## config.mk

```make
export PLATFORM = sky130hd
export DESIGN_NAME = bram2_stall_port_arbiter_flat
export DESIGN_NICKNAME = d
export VERILOG_FILES = /design/src/rtl/bram2_stall_port_arbiter_pkg.sv /design/src/rtl/bram2_stall_port_arbiter_if.sv /design/src/rtl/bram2_stall_port_arbiter_rr_arb2.sv /design/src/rtl/bram2_stall_port_arbiter.sv /design/src/flat_wrapper.sv
export SDC_FILE = /design/constraint.sdc
export NUM_CORES = 1
export LEC_CHECK = 0
export ABC_AREA = 1
export BUFFER_PORTS_ARGS = -buffer_cell sky130_fd_sc_hd__buf_2
export CAP_MARGIN = 15
export CORE_AREA = 2 2 91 93
export CTS_CLUSTER_SIZE = 24
export DETAILED_ROUTE_END_ITERATION = 7
export DIE_AREA = 0 0 93 95
export GPL_ROUTABILITY_DRIVEN = 0
export GPL_TIMING_DRIVEN = 0
export PLACE_DENSITY = 0.61
export SLEW_MARGIN = 20
export SYNTH_ARGS = -nofsm -noshare
export SYNTH_HDL_FRONTEND = slang
export SYNTH_HIERARCHICAL = 1
export SYNTH_SLANG_ARGS = --single-unit
```

## constraint.sdc

```tcl
create_clock -name i_clk -period 3 [get_ports i_clk]
set_input_delay 0.15 -clock i_clk [delete_from_list [all_inputs] [get_ports i_clk]]
set_output_delay 0.15 -clock i_clk [all_outputs]
set_load 0.01 [all_outputs]
```

## src/rtl/bram2_stall_port_arbiter_pkg.sv

```systemverilog
// rtl/bram2_stall_port_arbiter_pkg.sv - shared types and helpers for the BRAM port arbiter
// Purpose: client tag type, read-latency helper and the request record used by
//          the arbiter top and its round-robin sub-module.
// Ports:   none (package).
package bram2_stall_port_arbiter_pkg;

    localparam int DEF_ADDR_WIDTH = 10;
    localparam int DEF_DATA_WIDTH = 32;

    // Identifies which of the two clients owns a request or a response.
    typedef logic tag_t;

    // Read latency of the BRAM port: one output register, plus one more when pipelined.
    function automatic int read_latency(input int pipelined);
        return (pipelined != 0) ? 2 : 1;
    endfunction

    typedef struct packed {
        logic                      write;
        logic [DEF_ADDR_WIDTH-1:0] addr;
        logic [DEF_DATA_WIDTH-1:0] data;
    } req_t;

endpackage

```

## src/rtl/bram2_stall_port_arbiter_if.sv

```systemverilog
// rtl/bram2_stall_port_arbiter_if.sv - per-client request/response channel
// Purpose: valid/ready request channel and valid/ready read-response channel of
//          one client of the BRAM port arbiter.
// Ports:   master = client side (drives requests, consumes responses),
//          slave  = arbiter side (accepts requests, drives responses).
interface bram2_stall_port_arbiter_if #(
    parameter int ADDR_WIDTH = 10,
    parameter int DATA_WIDTH = 32
);
    logic                  req_valid;
    logic                  req_ready;
    logic                  req_write;
    logic [ADDR_WIDTH-1:0] req_addr;
    logic [DATA_WIDTH-1:0] req_data;
    logic                  rsp_valid;
    logic                  rsp_ready;
    logic [DATA_WIDTH-1:0] rsp_data;

    modport master (
        output req_valid, req_write, req_addr, req_data, rsp_ready,
        input  req_ready, rsp_valid, rsp_data
    );

    modport slave (
        input  req_valid, req_write, req_addr, req_data, rsp_ready,
        output req_ready, rsp_valid, rsp_data
    );
endinterface

```

## src/rtl/bram2_stall_port_arbiter_rr_arb2.sv

```systemverilog
// rtl/bram2_stall_port_arbiter_rr_arb2.sv - two-way round-robin arbiter
// Purpose: picks one of two requesters; the pointer prefers the client that
//          lost the previous grant.
// Ports:   i_clk, i_rst (sync, active high), i_req[1:0] request vector,
//          i_advance (a grant was taken this cycle), o_grant (winning client).
module bram2_rr_arb2
    import bram2_stall_port_arbiter_pkg::*;
(
    input  logic       i_clk,
    input  logic       i_rst,
    input  logic [1:0] i_req,
    input  logic       i_advance,
    output tag_t       o_grant
);

    tag_t r_ptr;

    always_comb begin
        o_grant = 1'b0;
        case (i_req)
            2'b01:   o_grant = 1'b0;
            2'b10:   o_grant = 1'b1;
            2'b11:   o_grant = r_ptr;
            default: o_grant = 1'b0;
        endcase
    end

    always_ff @(posedge i_clk) begin
        if (i_rst) begin
            r_ptr <= 1'b0;
        end else if (i_advance) begin
            r_ptr <= ~o_grant;
        end
    end

endmodule

```

## src/rtl/bram2_stall_port_arbiter.sv

```systemverilog
// rtl/bram2_stall_port_arbiter.sv - shares one stall-capable BRAM port between two clients
// Purpose: round-robin issue of reads/writes from two clients onto one BRAM port,
//          a shadow {valid, tag} pipeline mirroring the BRAM read pipeline so each
//          read beat is routed to its owner, and DEQ generation that drains bubbles
//          and releases consumed beats without ever overwriting an unconsumed one.
// Ports:   i_clk, i_rst (sync, active high);
//          io_client0/io_client1 request/response channels (slave side);
//          o_bram_en/o_bram_we/o_bram_addr/o_bram_di/o_bram_deq to the BRAM port,
//          i_bram_do read data from the BRAM port.
module bram2_stall_port_arbiter
    import bram2_stall_port_arbiter_pkg::*;
#(
    parameter int ADDR_WIDTH = DEF_ADDR_WIDTH,
    parameter int DATA_WIDTH = DEF_DATA_WIDTH,
    parameter int PIPELINED  = 0
) (
    input  logic                  i_clk,
    input  logic                  i_rst,
    bram2_stall_port_arbiter_if.slave io_client0,
    bram2_stall_port_arbiter_if.slave io_client1,
    output logic                  o_bram_en,
    output logic                  o_bram_we,
    output logic [ADDR_WIDTH-1:0] o_bram_addr,
    output logic [DATA_WIDTH-1:0] o_bram_di,
    output logic                  o_bram_deq,
    input  logic [DATA_WIDTH-1:0] i_bram_do
);

    localparam int L = read_latency(PIPELINED);

    logic     [L-1:0] r_sv;
    tag_t     [L-1:0] r_st;

    logic w_head_v;
    tag_t w_head_t;
    logic w_head_accept;
    logic w_can_issue;
    logic w_issue;
    logic w_issue_read;
    logic w_ce;
    tag_t w_grant;
    req_t w_req;

    assign w_head_v      = r_sv[L-1];
    assign w_head_t      = r_st[L-1];
    assign w_head_accept = w_head_v &&
                           ((w_head_t == 1'b1) ? io_client1.rsp_ready : io_client0.rsp_ready);
    // Issuing shifts the shadow pipeline, so it is only safe when the head is empty
    // or leaves this cycle.
    assign w_can_issue   = !w_head_v || w_head_accept;
    assign w_issue       = !i_rst && w_can_issue && (io_client0.req_valid || io_client1.req_valid);
    assign w_issue_read  = w_issue && !w_req.write;

    bram2_rr_arb2 u_arb (
        .i_clk     (i_clk),
        .i_rst     (i_rst),
        .i_req     ({io_client1.req_valid, io_client0.req_valid}),
        .i_advance (w_issue),
        .o_grant   (w_grant)
    );

    always_comb begin
        if (w_grant == 1'b1) begin
            w_req.write = io_client1.req_write;
            w_req.addr  = io_client1.req_addr;
            w_req.data  = io_client1.req_data;
        end else begin
            w_req.write = io_client0.req_write;
            w_req.addr  = io_client0.req_addr;
            w_req.data  = io_client0.req_data;
        end
    end

    assign o_bram_en   = w_issue;
    assign o_bram_we   = w_issue && w_req.write;
    assign o_bram_addr = w_issue ? w_req.addr : '0;
    assign o_bram_di   = w_issue ? w_req.data : '0;
    // Without an issue, still advance when the head is consumed or when an empty
    // head sits in front of a valid read, so bubbles collapse on their own.
    assign o_bram_deq  = !i_rst && !w_issue && (w_head_accept || (!w_head_v && (|r_sv)));
    assign w_ce        = o_bram_en || o_bram_deq;

    assign io_client0.req_ready = !i_rst && w_can_issue && (w_grant == 1'b0) && io_client0.req_valid;
    assign io_client1.req_ready = !i_rst && w_can_issue && (w_grant == 1'b1) && io_client1.req_valid;
    assign io_client0.rsp_valid = w_head_v && (w_head_t == 1'b0);
    assign io_client1.rsp_valid = w_head_v && (w_head_t == 1'b1);
    assign io_client0.rsp_data  = i_bram_do;
    assign io_client1.rsp_data  = i_bram_do;

    always_ff @(posedge i_clk) begin
        if (i_rst) begin
            r_sv <= '0;
            r_st <= '0;
        end else if (w_ce) begin
            r_sv[0] <= w_issue_read;
            r_st[0] <= w_grant;
            for (int i = 1; i < L; i++) begin
                r_sv[i] <= r_sv[i-1];
                r_st[i] <= r_st[i-1];
            end
        end
    end

endmodule
```

## src/flat_wrapper.sv

```systemverilog
// flat-port wrapper written by rule: the top's interface ports become plain ports
module bram2_stall_port_arbiter_flat import bram2_stall_port_arbiter_pkg::*;
#(
    parameter int ADDR_WIDTH = DEF_ADDR_WIDTH,
    parameter int DATA_WIDTH = DEF_DATA_WIDTH,
    parameter int PIPELINED  = 0
)
  (i_clk, i_rst, o_bram_en, o_bram_we, o_bram_addr, o_bram_di, o_bram_deq, i_bram_do, io_client0_req_valid, io_client0_req_write, io_client0_req_addr, io_client0_req_data, io_client0_rsp_ready, io_client0_req_ready, io_client0_rsp_valid, io_client0_rsp_data, io_client1_req_valid, io_client1_req_write, io_client1_req_addr, io_client1_req_data, io_client1_rsp_ready, io_client1_req_ready, io_client1_rsp_valid, io_client1_rsp_data);
  bram2_stall_port_arbiter_if #(.ADDR_WIDTH(ADDR_WIDTH), .DATA_WIDTH(DATA_WIDTH)) io_client0_i ();
  bram2_stall_port_arbiter_if #(.ADDR_WIDTH(ADDR_WIDTH), .DATA_WIDTH(DATA_WIDTH)) io_client1_i ();
  input  logic i_clk;
  input  logic i_rst;
  output logic o_bram_en;
  output logic o_bram_we;
  output logic [ADDR_WIDTH-1:0] o_bram_addr;
  output logic [DATA_WIDTH-1:0] o_bram_di;
  output logic o_bram_deq;
  input  logic [DATA_WIDTH-1:0] i_bram_do;
  input wire logic [$bits(io_client0_i.req_valid)-1:0] io_client0_req_valid;
  input wire logic [$bits(io_client0_i.req_write)-1:0] io_client0_req_write;
  input wire logic [$bits(io_client0_i.req_addr)-1:0] io_client0_req_addr;
  input wire logic [$bits(io_client0_i.req_data)-1:0] io_client0_req_data;
  input wire logic [$bits(io_client0_i.rsp_ready)-1:0] io_client0_rsp_ready;
  output wire logic [$bits(io_client0_i.req_ready)-1:0] io_client0_req_ready;
  output wire logic [$bits(io_client0_i.rsp_valid)-1:0] io_client0_rsp_valid;
  output wire logic [$bits(io_client0_i.rsp_data)-1:0] io_client0_rsp_data;
  input wire logic [$bits(io_client1_i.req_valid)-1:0] io_client1_req_valid;
  input wire logic [$bits(io_client1_i.req_write)-1:0] io_client1_req_write;
  input wire logic [$bits(io_client1_i.req_addr)-1:0] io_client1_req_addr;
  input wire logic [$bits(io_client1_i.req_data)-1:0] io_client1_req_data;
  input wire logic [$bits(io_client1_i.rsp_ready)-1:0] io_client1_rsp_ready;
  output wire logic [$bits(io_client1_i.req_ready)-1:0] io_client1_req_ready;
  output wire logic [$bits(io_client1_i.rsp_valid)-1:0] io_client1_rsp_valid;
  output wire logic [$bits(io_client1_i.rsp_data)-1:0] io_client1_rsp_data;
  assign io_client0_i.req_valid = io_client0_req_valid;
  assign io_client0_i.req_write = io_client0_req_write;
  assign io_client0_i.req_addr = io_client0_req_addr;
  assign io_client0_i.req_data = io_client0_req_data;
  assign io_client0_i.rsp_ready = io_client0_rsp_ready;
  assign io_client0_req_ready = io_client0_i.req_ready;
  assign io_client0_rsp_valid = io_client0_i.rsp_valid;
  assign io_client0_rsp_data = io_client0_i.rsp_data;
  assign io_client1_i.req_valid = io_client1_req_valid;
  assign io_client1_i.req_write = io_client1_req_write;
  assign io_client1_i.req_addr = io_client1_req_addr;
  assign io_client1_i.req_data = io_client1_req_data;
  assign io_client1_i.rsp_ready = io_client1_rsp_ready;
  assign io_client1_req_ready = io_client1_i.req_ready;
  assign io_client1_rsp_valid = io_client1_i.rsp_valid;
  assign io_client1_rsp_data = io_client1_i.rsp_data;
  bram2_stall_port_arbiter #(.ADDR_WIDTH(ADDR_WIDTH), .DATA_WIDTH(DATA_WIDTH), .PIPELINED(PIPELINED)) u_core (.i_clk(i_clk), .i_rst(i_rst), .io_client0(io_client0_i), .io_client1(io_client1_i), .o_bram_en(o_bram_en), .o_bram_we(o_bram_we), .o_bram_addr(o_bram_addr), .o_bram_di(o_bram_di), .o_bram_deq(o_bram_deq), .i_bram_do(i_bram_do));
endmodule
```

==> metrics.cfg <==
[sta]
slew_viol_final=0
finalWorstPathRequiredPeriod_ps=1850
post-route-period-util=0.616
hold_viol=0
fin_setup_tns_ps=0
setup_violations=0
fmax_ghz=0.541
slew_headroom=0.862
whs_ps=125
rsz0062_at_grt=false
tightest_slew_ps=202
fin_skew_ps=2.42

[critical_path]
ff2ff_path_depth=10
required_ps=2850
crit_slowest_cell=dfxtp_1
slowest_delay_ps=320
endpoint_kind=output pin
path_cells=inv_1 -> a21boi_0 -> buf_2 -> inv_2 -> buf_2 -> nor3_1 -> buf_2
critPathLaunchType=flop
r2r-end=u_core/u_arb/r_ptr$_SDFFE_PP0P_
crit_top_cell=buf_2
cp_top_family=buffers and inverters
r2r_start=u_core/r_st$_SDFFE_PP0P_
crit_arrival_ps=1700
crit_fanout=10
worstSetupPathType=reg -> out
path_buf_inv=5
reg2reg_slack_ps=1590

[die]
die_x_microns=93
die-area_sq_mm=0.00884
design.core.area_sq_mm=0.00793
fp-row-count=33
io_pins=237
initial_core_util=0.187
die_h_microns=95

[logic_synthesis]
synth_area_leaders=buf_4 (32%), nand2_1 (24%), a21oi_2 (22%)
syn_avg_cell_area_sq_um=6.05
synth.distinct_cells=16
synth_top_area_frac=0.324
synth_area_leader_cell=buf_4
yosysSeqAreaShare=0.0405
yosys_warnings=6
synth_seq_cells=3
syn_inst=245
syn-cell-area_sq_mm=0.00148
synth_nets=369

[cells_and_area]
n_antenna_cell=0
syn_to_final_growth_pct=80.8
utilization=0.338
drive_gt1_frac=0.717
nNetsFinal=578

[clock_tree]
cts_tree=done
ctsHoldBuffers=0
post_cts_buffers=0
htree_levels=1
cts-root-buf=clkbuf_8
clk_pin_slew_ps=30
numCtsBuffers=3
cts_resized=0
clock_sinks=3
clk_latency_ps=220
clock_path_buffers=2

[global_routing]
antenna_found_initial=0
globalRouteOverflowTotal=0
track_usage=0.115
grt_pass1_vias=1861
grt_pass1_wl_microns=8270
grt_max_degree=11

[place]
dp_hpwl_microns=5160
port_buffers=204

[hold_path]
whs_endpoint=u_core/r_sv$_SDFFE_PP0P_
hold_class=in -> reg
worstHoldStart=i_rst
whs_path_depth=2

[routing]
dr.pass1.iters=4
via_per_inst=3.91
post_drt_wl_per_cell_microns=10.4
vias=2181
drc=0
ant_nets=0
drt_iter0_drc=40
wl_microns=5810

[power]
leakagePower_nw=1.64
ir_drop_mv=0.163
pwr_density_cell_mw_per_mm2=217

[run_status]
status=complete, no violations

[job]
cap_violations=0

worst max path at each step:
stage	cells past startpoint	endpoint	from	slack, ps
finish	7	io_client1_req_ready	u_core/u_arb/r_ptr$_SDFFE_PP0P_	1150
floorplan	6	io_client1_req_ready	u_core/u_arb/r_ptr$_SDFFE_PP0P_	1630
global route	7	io_client1_req_ready	u_core/u_arb/r_ptr$_SDFFE_PP0P_	940
detailed placement	7	io_client1_req_ready	u_core/u_arb/r_ptr$_SDFFE_PP0P_	1310
global placement	7	io_client1_req_ready	u_core/u_arb/r_ptr$_SDFFE_PP0P_	1270
CTS	7	io_client1_req_ready	u_core/u_arb/r_ptr$_SDFFE_PP0P_	1060
power breakdown:
group / internal, mW / total [mW] / switching [mW]
sequential: 0.0439 / 0.0470 / 0.00305
clock: 0.0907 / 0.118 / 0.0271
combinational: 0.207 / 0.416 / 0.209
total: 0.342 / 0.581 / 0.239
per-layer routing:
layer,vias to the layer above,track usage,share of wire
met5,-,0,0
met4,0,0.0257,0.0033
met3,2,0.0128,0.11
met2,136,0.233,0.53
met1,924,0.125,0.36
li1,1119,-,-
worst reg2reg max path, cell delays in order (launching register included):
cell     delay [ps]
dfxtp_1         350
inv_1            70
nand2_1          90
nand3_2         110
nand3_4         180
buf_6           190
inv_1           100
nor2_1          100
nor2_1           50
nand2_1          50
inv_1            30
cell usage after synthesis:
library cell and number:
a21boi_0 1, a21oi_1 6, a21oi_2 38, buf_2 9
buf_4 64, buf_6 4, dfxtp_1 3, inv_1 10
inv_2 1, mux2i_1 1, nand2_1 96, nand3_1 2
nand3_2 1, nand3_4 1, nor2_1 6, nor3_1 2
kinds of logic after synthesis:
group,count (synthesis),synth area share
mux,1,0.00675
buf+inv,88,0.413
flops,3,0.0405
simple gates,108,0.290
compound gates,45,0.250
final cells by class:
type | instances | area, sq um
Buffer | 77 | 571
Clock buffer | 4 | 45.0
Fill cell | 877 | 5250
Inverter | 11 | 41.3
Multi-Input combinational cell | 154 | 811
Sequential cell | 3 | 60.1
Tap cell | 105 | 131
Timing Repair Buffer | 204 | 1020
flip-flops by register name, summed over array words and instances (netlist names):
register / cells
u_core/u_arb/r_ptr: 1
u_core/r_st: 1
u_core/r_sv: 1
layout by cell type, fill, tap and decap left out, drive strengths merged:
cell type  Yosys  final
dfxtp          3      3
a21boi         1      1
nor3           2      2
a21oi         44     44
clkbuf         0      4
nand2         96     96
nor2           6      6
mux2i          1      1
nand3          4      4
buf           77    281
inv           11     11
through the flow:
step           instance area (sq um)  worst slack (ps)  power [mW]  std cells
2_1_floorplan                   1480              1630       0.299        245
3_3_place_gp                    2640              1270       0.466        554
3_5_place_dp                    2640              1310       0.470        554
4_1_cts                         2680              1060       0.591        558
5_1_grt                         2680               945       0.632        558
6_report                        2680              1150       0.581        558
No activity file was read; power rests on OpenSTA's default activity.
